<file path="src/rtl/btn_set_ctrl.sv">
// ---------------------------------------------------------------------------
// btn_set_ctrl
//
// Edit controller for a two-field settable value such as hours:minutes.
// It takes three single-cycle button pulse streams (MODE, INC, DEC) and
// latches each one in its own pending flag. Each cycle it services at most
// one pending event, with MODE highest priority, then INC, then DEC.
//
// The edit FSM steps IDLE -> SET_HI -> SET_LO -> DONE -> IDLE:
//   * Entering SET_HI snapshots the current hi/lo values.
//   * DONE raises commit for one cycle and then returns to IDLE.
//   * If an edit state sees no serviced event for TIMEOUT cycles, the FSM
//     restores the snapshot and raises abort.
//
// Ports
//   clk         in   1  system clock, rising edge
//   rst         in   1  asynchronous reset, active low
//   mode_pulse  in   1  advance edit field / enter edit / commit
//   inc_pulse   in   1  increment selected field (wraps at max)
//   dec_pulse   in   1  decrement selected field (wraps at 0)
//   hi_val      out  W  high field value (working value while editing)
//   lo_val      out  W  low field value (working value while editing)
//   sel_hi      out  1  high field selected for editing
//   sel_lo      out  1  low field selected for editing
//   editing     out  1  FSM in SET_HI or SET_LO
//   commit      out  1  one-cycle pulse, new value accepted
//   abort       out  1  one-cycle pulse, edit timed out and values reverted
//   drop        out  1  one-cycle pulse, an input pulse was discarded
// ---------------------------------------------------------------------------
module btn_set_ctrl #(
  parameter int W       = 6,
  parameter int HI_MAX  = 23,
  parameter int LO_MAX  = 59,
  parameter int TIMEOUT = 200
) (
  input  logic         clk,
  input  logic         rst,
  input  logic         mode_pulse,
  input  logic         inc_pulse,
  input  logic         dec_pulse,
  output logic [W-1:0] hi_val,
  output logic [W-1:0] lo_val,
  output logic         sel_hi,
  output logic         sel_lo,
  output logic         editing,
  output logic         commit,
  output logic         abort,
  output logic         drop
);

  localparam int TW = $clog2(TIMEOUT);
  localparam logic [W-1:0]  HI_TOP    = W'(HI_MAX);
  localparam logic [W-1:0]  LO_TOP    = W'(LO_MAX);
  localparam logic [TW-1:0] TIMER_TOP = TW'(TIMEOUT - 1);

  typedef enum logic [1:0] {IDLE, SET_HI, SET_LO, DONE} state_t;

  state_t        state;
  logic          pend_mode, pend_inc, pend_dec;
  logic [W-1:0]  snap_hi, snap_lo;
  logic [TW-1:0] timer;

  logic can_svc;
  logic svc_mode, svc_inc, svc_dec;

  // DONE holds every pending event so that it is handled once the FSM is
  // back in IDLE. In every other state the highest-priority pending flag
  // is serviced.
  always_comb begin
    can_svc  = (state != DONE);
    svc_mode = can_svc & pend_mode;
    svc_inc  = can_svc & pend_inc & ~pend_mode;
    svc_dec  = can_svc & pend_dec & ~pend_mode & ~pend_inc;
  end

  always_ff @(posedge clk or negedge rst) begin
    if (!rst) begin
      state     <= IDLE;
      pend_mode <= 1'b0;
      pend_inc  <= 1'b0;
      pend_dec  <= 1'b0;
      snap_hi   <= '0;
      snap_lo   <= '0;
      timer     <= '0;
      hi_val    <= '0;
      lo_val    <= '0;
      sel_hi    <= 1'b0;
      sel_lo    <= 1'b0;
      editing   <= 1'b0;
      commit    <= 1'b0;
      abort     <= 1'b0;
      drop      <= 1'b0;
    end else begin
      // A pulse that arrives while its own flag is being serviced simply
      // re-arms the flag. A pulse that arrives while its flag is still
      // waiting is lost, and that loss is reported on drop.
      pend_mode <= (pend_mode & ~svc_mode) | mode_pulse;
      pend_inc  <= (pend_inc  & ~svc_inc)  | inc_pulse;
      pend_dec  <= (pend_dec  & ~svc_dec)  | dec_pulse;
      drop      <= (mode_pulse & pend_mode & ~svc_mode) |
                   (inc_pulse  & pend_inc  & ~svc_inc)  |
                   (dec_pulse  & pend_dec  & ~svc_dec);
      commit    <= 1'b0;
      abort     <= 1'b0;

      case (state)
        IDLE: begin
          timer <= '0;
          if (svc_mode) begin
            snap_hi <= hi_val;
            snap_lo <= lo_val;
            state   <= SET_HI;
            sel_hi  <= 1'b1;
            editing <= 1'b1;
          end
        end

        SET_HI, SET_LO: begin
          if (svc_mode || svc_inc || svc_dec) begin
            timer <= '0;
          end

          if (svc_mode) begin
            if (state == SET_HI) begin
              state  <= SET_LO;
              sel_hi <= 1'b0;
              sel_lo <= 1'b1;
            end else begin
              state   <= DONE;
              sel_lo  <= 1'b0;
              editing <= 1'b0;
              commit  <= 1'b1;
            end
          end else if (svc_inc) begin
            if (state == SET_HI) begin
              hi_val <= (hi_val == HI_TOP) ? '0 : hi_val + W'(1);
            end else begin
              lo_val <= (lo_val == LO_TOP) ? '0 : lo_val + W'(1);
            end
          end else if (svc_dec) begin
            if (state == SET_HI) begin
              hi_val <= (hi_val == '0) ? HI_TOP : hi_val - W'(1);
            end else begin
              lo_val <= (lo_val == '0) ? LO_TOP : lo_val - W'(1);
            end
          end else if (timer == TIMER_TOP) begin
            // Idle too long: throw away the edit and restore the snapshot.
            state   <= IDLE;
            hi_val  <= snap_hi;
            lo_val  <= snap_lo;
            sel_hi  <= 1'b0;
            sel_lo  <= 1'b0;
            editing <= 1'b0;
            abort   <= 1'b1;
            timer   <= '0;
          end else begin
            timer <= timer + TW'(1);
          end
        end

        DONE: begin
          state <= IDLE;
          timer <= '0;
        end

        default: begin
          state <= IDLE;
        end
      endcase
    end
  end

endmodule
</file>
<file path="config.mk">
export PLATFORM = sky130hd
export DESIGN_NAME = btn_set_ctrl
export DESIGN_NICKNAME = d
export VERILOG_FILES = /design/src/rtl/btn_set_ctrl.sv
export SDC_FILE = /design/constraint.sdc
export NUM_CORES = 1
export LEC_CHECK = 0
export ABC_AREA = 1
export CAP_MARGIN = 20
export CORE_ASPECT_RATIO = 0.6
export CORE_MARGIN = 2
export CORE_UTILIZATION = 45
export CTS_BUF_LIST = sky130_fd_sc_hd__clkbuf_4 sky130_fd_sc_hd__clkbuf_8
export CTS_CLUSTER_DIAMETER = 30
export DETAILED_ROUTE_END_ITERATION = 8
export GPL_TIMING_DRIVEN = 0
export PLACE_DENSITY_LB_ADDON = 0.2
export SLEW_MARGIN = 20
export SYNTH_ARGS = -nofsm -noshare
export SYNTH_HDL_FRONTEND = slang
export SYNTH_SLANG_ARGS = --single-unit
</file>
<file path="constraint.sdc">
create_clock -name clk -period 3.05 [get_ports clk]
set_input_delay 0.61 -clock clk [delete_from_list [all_inputs] [get_ports clk]]
set_output_delay 0.61 -clock clk [all_outputs]
set_load 0.05 [all_outputs]
</file>
After elaboration in Yosys (flattened, before gate mapping)
Cells that the tools add are included.

$add $sub $neg: 5. $mul: 0. Divide/modulo/power cells: 0. Order comparisons: 0. Eq/ne operators: 19. Shift-type cells: 0. Multiplexer cells: 47. Bitwise gates (word level): 25. Reduce and logical (&&, ||, !) cells: 17.

Operators with widths (count): $mux W6 (14); $mux W8 (5); $mux W1 (19); $pmux W8 S2 (1); $and A1 B1 Y1 (15); $ne A3 B3 Y1 const B (5); $add A6 B1 Y6 const B (2); $logic_not A6 Y1 (2); $ne A2 B2 Y1 const B (6); $reduce_and A6 Y1 (2); $sub A6 B1 Y6 const B (2); $mux W2 (5); $reduce_and A5 Y1 (2); $add A8 B1 Y8 const B (1); $eq A8 B8 Y1 const B (1); $reduce_and A4 Y1 (2); $eq A6 B5 Y1 const B (1); $eq A6 B6 Y1 const B (1); $pmux W2 S3 (1); $not A1 Y1 (5); $or A1 B1 Y1 (5); $eq A2 B2 Y1 const B (2); $ne A2 B1 Y1 const B (2); $pmux W1 S2 (2); other kinds (7) (10).

Register bits after elaboration: 43. Latch bits: 0. RAM bits: 0. Bits in read-only memories: 0. Input port bits: 5. Output and inout port bits: 18. Logic and storage cells: 128. Memories: 0.

Depth between registers and ports, before layout
Word-level depth: 10. Mapped depth: 11. Depth with buffers taken out: 11.

Least setup slack after synthesis
Ideal clock, no wire load.

Kind: flip-flop to flip-flop. Start: reg lo_val[0]. End: reg lo_val[4]. Setup time: 0.116 ns. Arrival time: 1.577 ns. Required time: 2.934 ns. Slack: 1.357 ns. Cell stages (with the launch flop): 10. Buffers on the path: 0. Period minus slack after synthesis: 1.693 ns. Cell sequence: dfrtp_1 > inv_1 > ha_1 > nand2_1 > xor2_1 > nand2_1 > nand2_1 > nand2_1 > nand2_1 > nand2_1.

Longest elaborated chain between the ends: 5. Elaborated cells between the ends (all ways): 10. Those cells by class: 2 x add/sub; 1 x eq/ne; 6 x mux; 1 x reduce/logical.

RTL lines: start, declared (line 42) `output logic [W-1:0] lo_val,`; start signal, assigned (line 138) `lo_val <= (lo_val == LO_TOP) ? '0 : lo_val + W'(1);`; start signal, assigned (line 144) `lo_val <= (lo_val == '0) ? LO_TOP : lo_val - W'(1);`; start signal, assigned (line 150) `lo_val <= snap_lo;`; $sub A6 B1 Y6 / $logic_not A6 Y1 (equally long branches) (line 144); $mux W6 (line 144); $mux W6 (line 141) `if (state == SET_HI) begin`; $mux W6 (line 140) `end else if (svc_dec) begin`; $mux W6 (*) (line 134) `end else if (svc_inc) begin`.

Every way passes the cells marked *; elsewhere a longest branch is shown, timed or not. The select of a mux whose other input is x is not followed. A chain may end at the register's enable or synchronous reset.

Worst setup path after layout
Start: reg hi_val[3]. End: out hi_val[3].

RTL lines: start, declared (line 41) `output logic [W-1:0] hi_val,`; start signal, assigned (line 136) `hi_val <= (hi_val == HI_TOP) ? '0 : hi_val + W'(1);`; start signal, assigned (line 142) `hi_val <= (hi_val == '0) ? HI_TOP : hi_val - W'(1);`; start signal, assigned (line 149) `hi_val <= snap_hi;`.

No word-level cell between the ends.

==> run metrics <==
status=completed; total CTS buffers=5; maximum clock insertion buffer count=2; Post-Synth XOR/XNOR Area=3.52%; Yosys Warn Count=0; Crit. End Element=primary output; Avg Inst Size Synth=7.72 um2; Post-Synth Adder-Cell Area=5.02%; Leak=0.00153 uW; Syn-to-layout area delta=15.7%; Achievable Freq=443 MHz; hpwl dp=about 4300 um; Rows=21; initial DRC count=147; Worst Path Buf+Inv=1; IO Pins=23; FF-to-FF path depth=8; CP Class=reg2out; number of global-route vias before repair=2,125; critical path peak fanout=8; first-pass GRT wire length=10,100 um; post-route ant nets=0; synth top area cells=dfrtp_1 (39%), nand2_1 (17%), ha_1 (5.0%); Setup TNS=0 ns; Die Span X=about 100 um; placed cell areas=around 3100 um2; post-cts hold buffer count=0; Hold WC Path Type=in2async; count of different cell masters after synthesis=34; post-cts repair resize count=0; met2 Resource Use GR=about a quarter; met1 GRT Util=between 20% and 30%; Inst Count DP=458; DR vias/cell=4.97; most frequent cells in the layout=nand2_1 (123), dfrtp_1 (43), inv_1 (29); DRC violations left=0; PortBufs=22; Max Cap Viol=0; Die Area=about 6700 um2; Mapped Cells=~360; RSZ-0062 raised after global routing=false; setup violators final=0; share of the synthesized area in the top cell type=39.3%; crit start category=register; diode count=0; Worst-Skew Late Latency=0.30 ns; post-DR wirelength/cell=about 12 um; Placer Congestion=around 0.86; TritonCTS clock tree=done; routed wire length=5750 um; Post-CTS Setup Bufs=0; crit-path leading delay family=buffers and inverters; Final WS setup=a little under 0.8 ns; #FFs+latches synth=43; fin nets=401; design area=3170 um2; largest net degree at the start of global routing=25; mux contribution to synthesized area=0%; Power Density=994 nW/um2; DRT Pass-1 Iters=5; Post-Synth Simple-Gate Area=between 30 and 40%; DP Worst Slack=approximately 1.1 ns; clk_skew=0.0139 ns; worst-margin pin slew=about 0.61 ns; CP Cell Sequence=clkdlybuf4s50_1; worst vdd ir=~0.59 mV; CP max stage cell=clkdlybuf4s50_1; core area=between 5000 and 6000 um2; max-slew violations=0; clk slew on worst S/H paths=about 0.090 ns; slew margin rel.=between 50% and 60%; flop-to-flop setup slack=1.25 ns; clk root buf=clkbuf_8; worst endpoint required time=roughly 2.4 ns; Final Instance Count excl. Fillers=between 400 and 500; GRT Util Overall=18.6%; grt total ovfl=0; CP max stage delay=0.86 ns; final hold violations=0; antenna violations before repair=0; chip height=64.4 um; post-synthesis sequential area ratio=39.3%; crit path DAT=1.65 ns; busiest layer in global routing=met1; synthesized net count=~370; Syn Std Cell Area=2740 um2; period utilization=74.0%; DR vias=between 2,000 and 2,500; share of layout cells above drive strength 1=13.5%; GR Util met3=3.72%; cell taking the most area after synthesis=dfrtp_1; start of the worst register-to-register path=state[0]$_DFFE_PN0P_; commonest non-fill, non-tap cell in the layout=nand2_1; largest family of logic cells by synthesized area=simple AND/OR/NAND/NOR gates; Tmin final=between 2 and 2.5 ns; # fillers=585; complex-gate fraction of the synthesized area=7.67%; Clock Sinks=43; reg2reg end=snap_hi[5]$_DFFE_PN0P_; initial core utilization=a little under half; htree depth=2
[layout make-up]
class / count / area [um2] / area share (%)
Multi-Input combinational cell: 267 / 1480 / 46.8
Sequential cell: 43 / 1080 / 33.9
Tap cell: 80 / 100 / 3.16
Inverter: 38 / 145 / 4.58
Buffer: 7 / 36.3 / 1.14
Clock buffer: 6 / 82.6 / 2.60
Timing Repair Buffer: 23 / 243 / 7.66
Clock inverter: 1 / 5.00 / 0.158
[synthesized netlist by cell type (all sizes together)]
library cell  number
dfrtp             43
or2                2
ha                11
nand3             28
nor3b              2
nor2              34
o221ai             1
clkbuf             4
nand4              7
buf                3
o211ai             1
nor3               2
o21bai             1
xnor2              2
nand2            131
a21oi              6
and3               1
o21ai             29
xor2               9
inv               38
[power by group]
part           switching (uW)  internal, uW
clock                     193           178
combinational            1270           617
sequential                149           749
[stage by stage]
step	util, %	hold WS [ns]	total power, uW
global placement	53.4	0.455	2750
finish	55.4	0.313	3150
CTS	55.4	0.333	3170
floorplan	-	0.314	2310
detailed placement	53.8	0.461	2780
global route	55.4	0.352	3440
[registers in the layout, summed over array words and instances, names as in the netlist, 2 cells and up]
register / cells
timer: 8
hi_val: 6
lo_val: 6
snap_hi: 6
snap_lo: 6
state: 2
[cells by family (layout without fill, tap and decap cells)]
| group | count (synthesis) | after routing |
|---|---|---|
| xor+xnor | 11 | 11 |
| fa+ha+maj | 11 | 11 |
| buf+inv | 45 | 75 |
| compound gates | 38 | 38 |
| flops | 43 | 43 |
| simple gates | 207 | 207 |
[worst max path at each step]
stage	startpoint	to	slack [ns]	depth (start not counted)
2_1_floorplan	lo_val[0]$_DFFE_PN0P_	lo_val[4]$_DFFE_PN0P_	1.36	9
3_3_place_gp	rst	pend_mode$_DFF_PN0_	0.14	1
3_5_place_dp	hi_val[3]$_DFFE_PN0P_	hi_val[3]	1.11	1
4_1_cts	hi_val[3]$_DFFE_PN0P_	hi_val[3]	0.78	1
5_1_grt	hi_val[4]$_DFFE_PN0P_	hi_val[4]	0.72	1
6_report	hi_val[3]$_DFFE_PN0P_	hi_val[3]	0.79	1
[layer usage]
layer,part of all wire [%],up-vias
met5,0,-
met4,0.70,0
met3,6.5,4
met2,40,75
met1,53,1047
li1,-,1185
(Power assumes the default switching activity.)
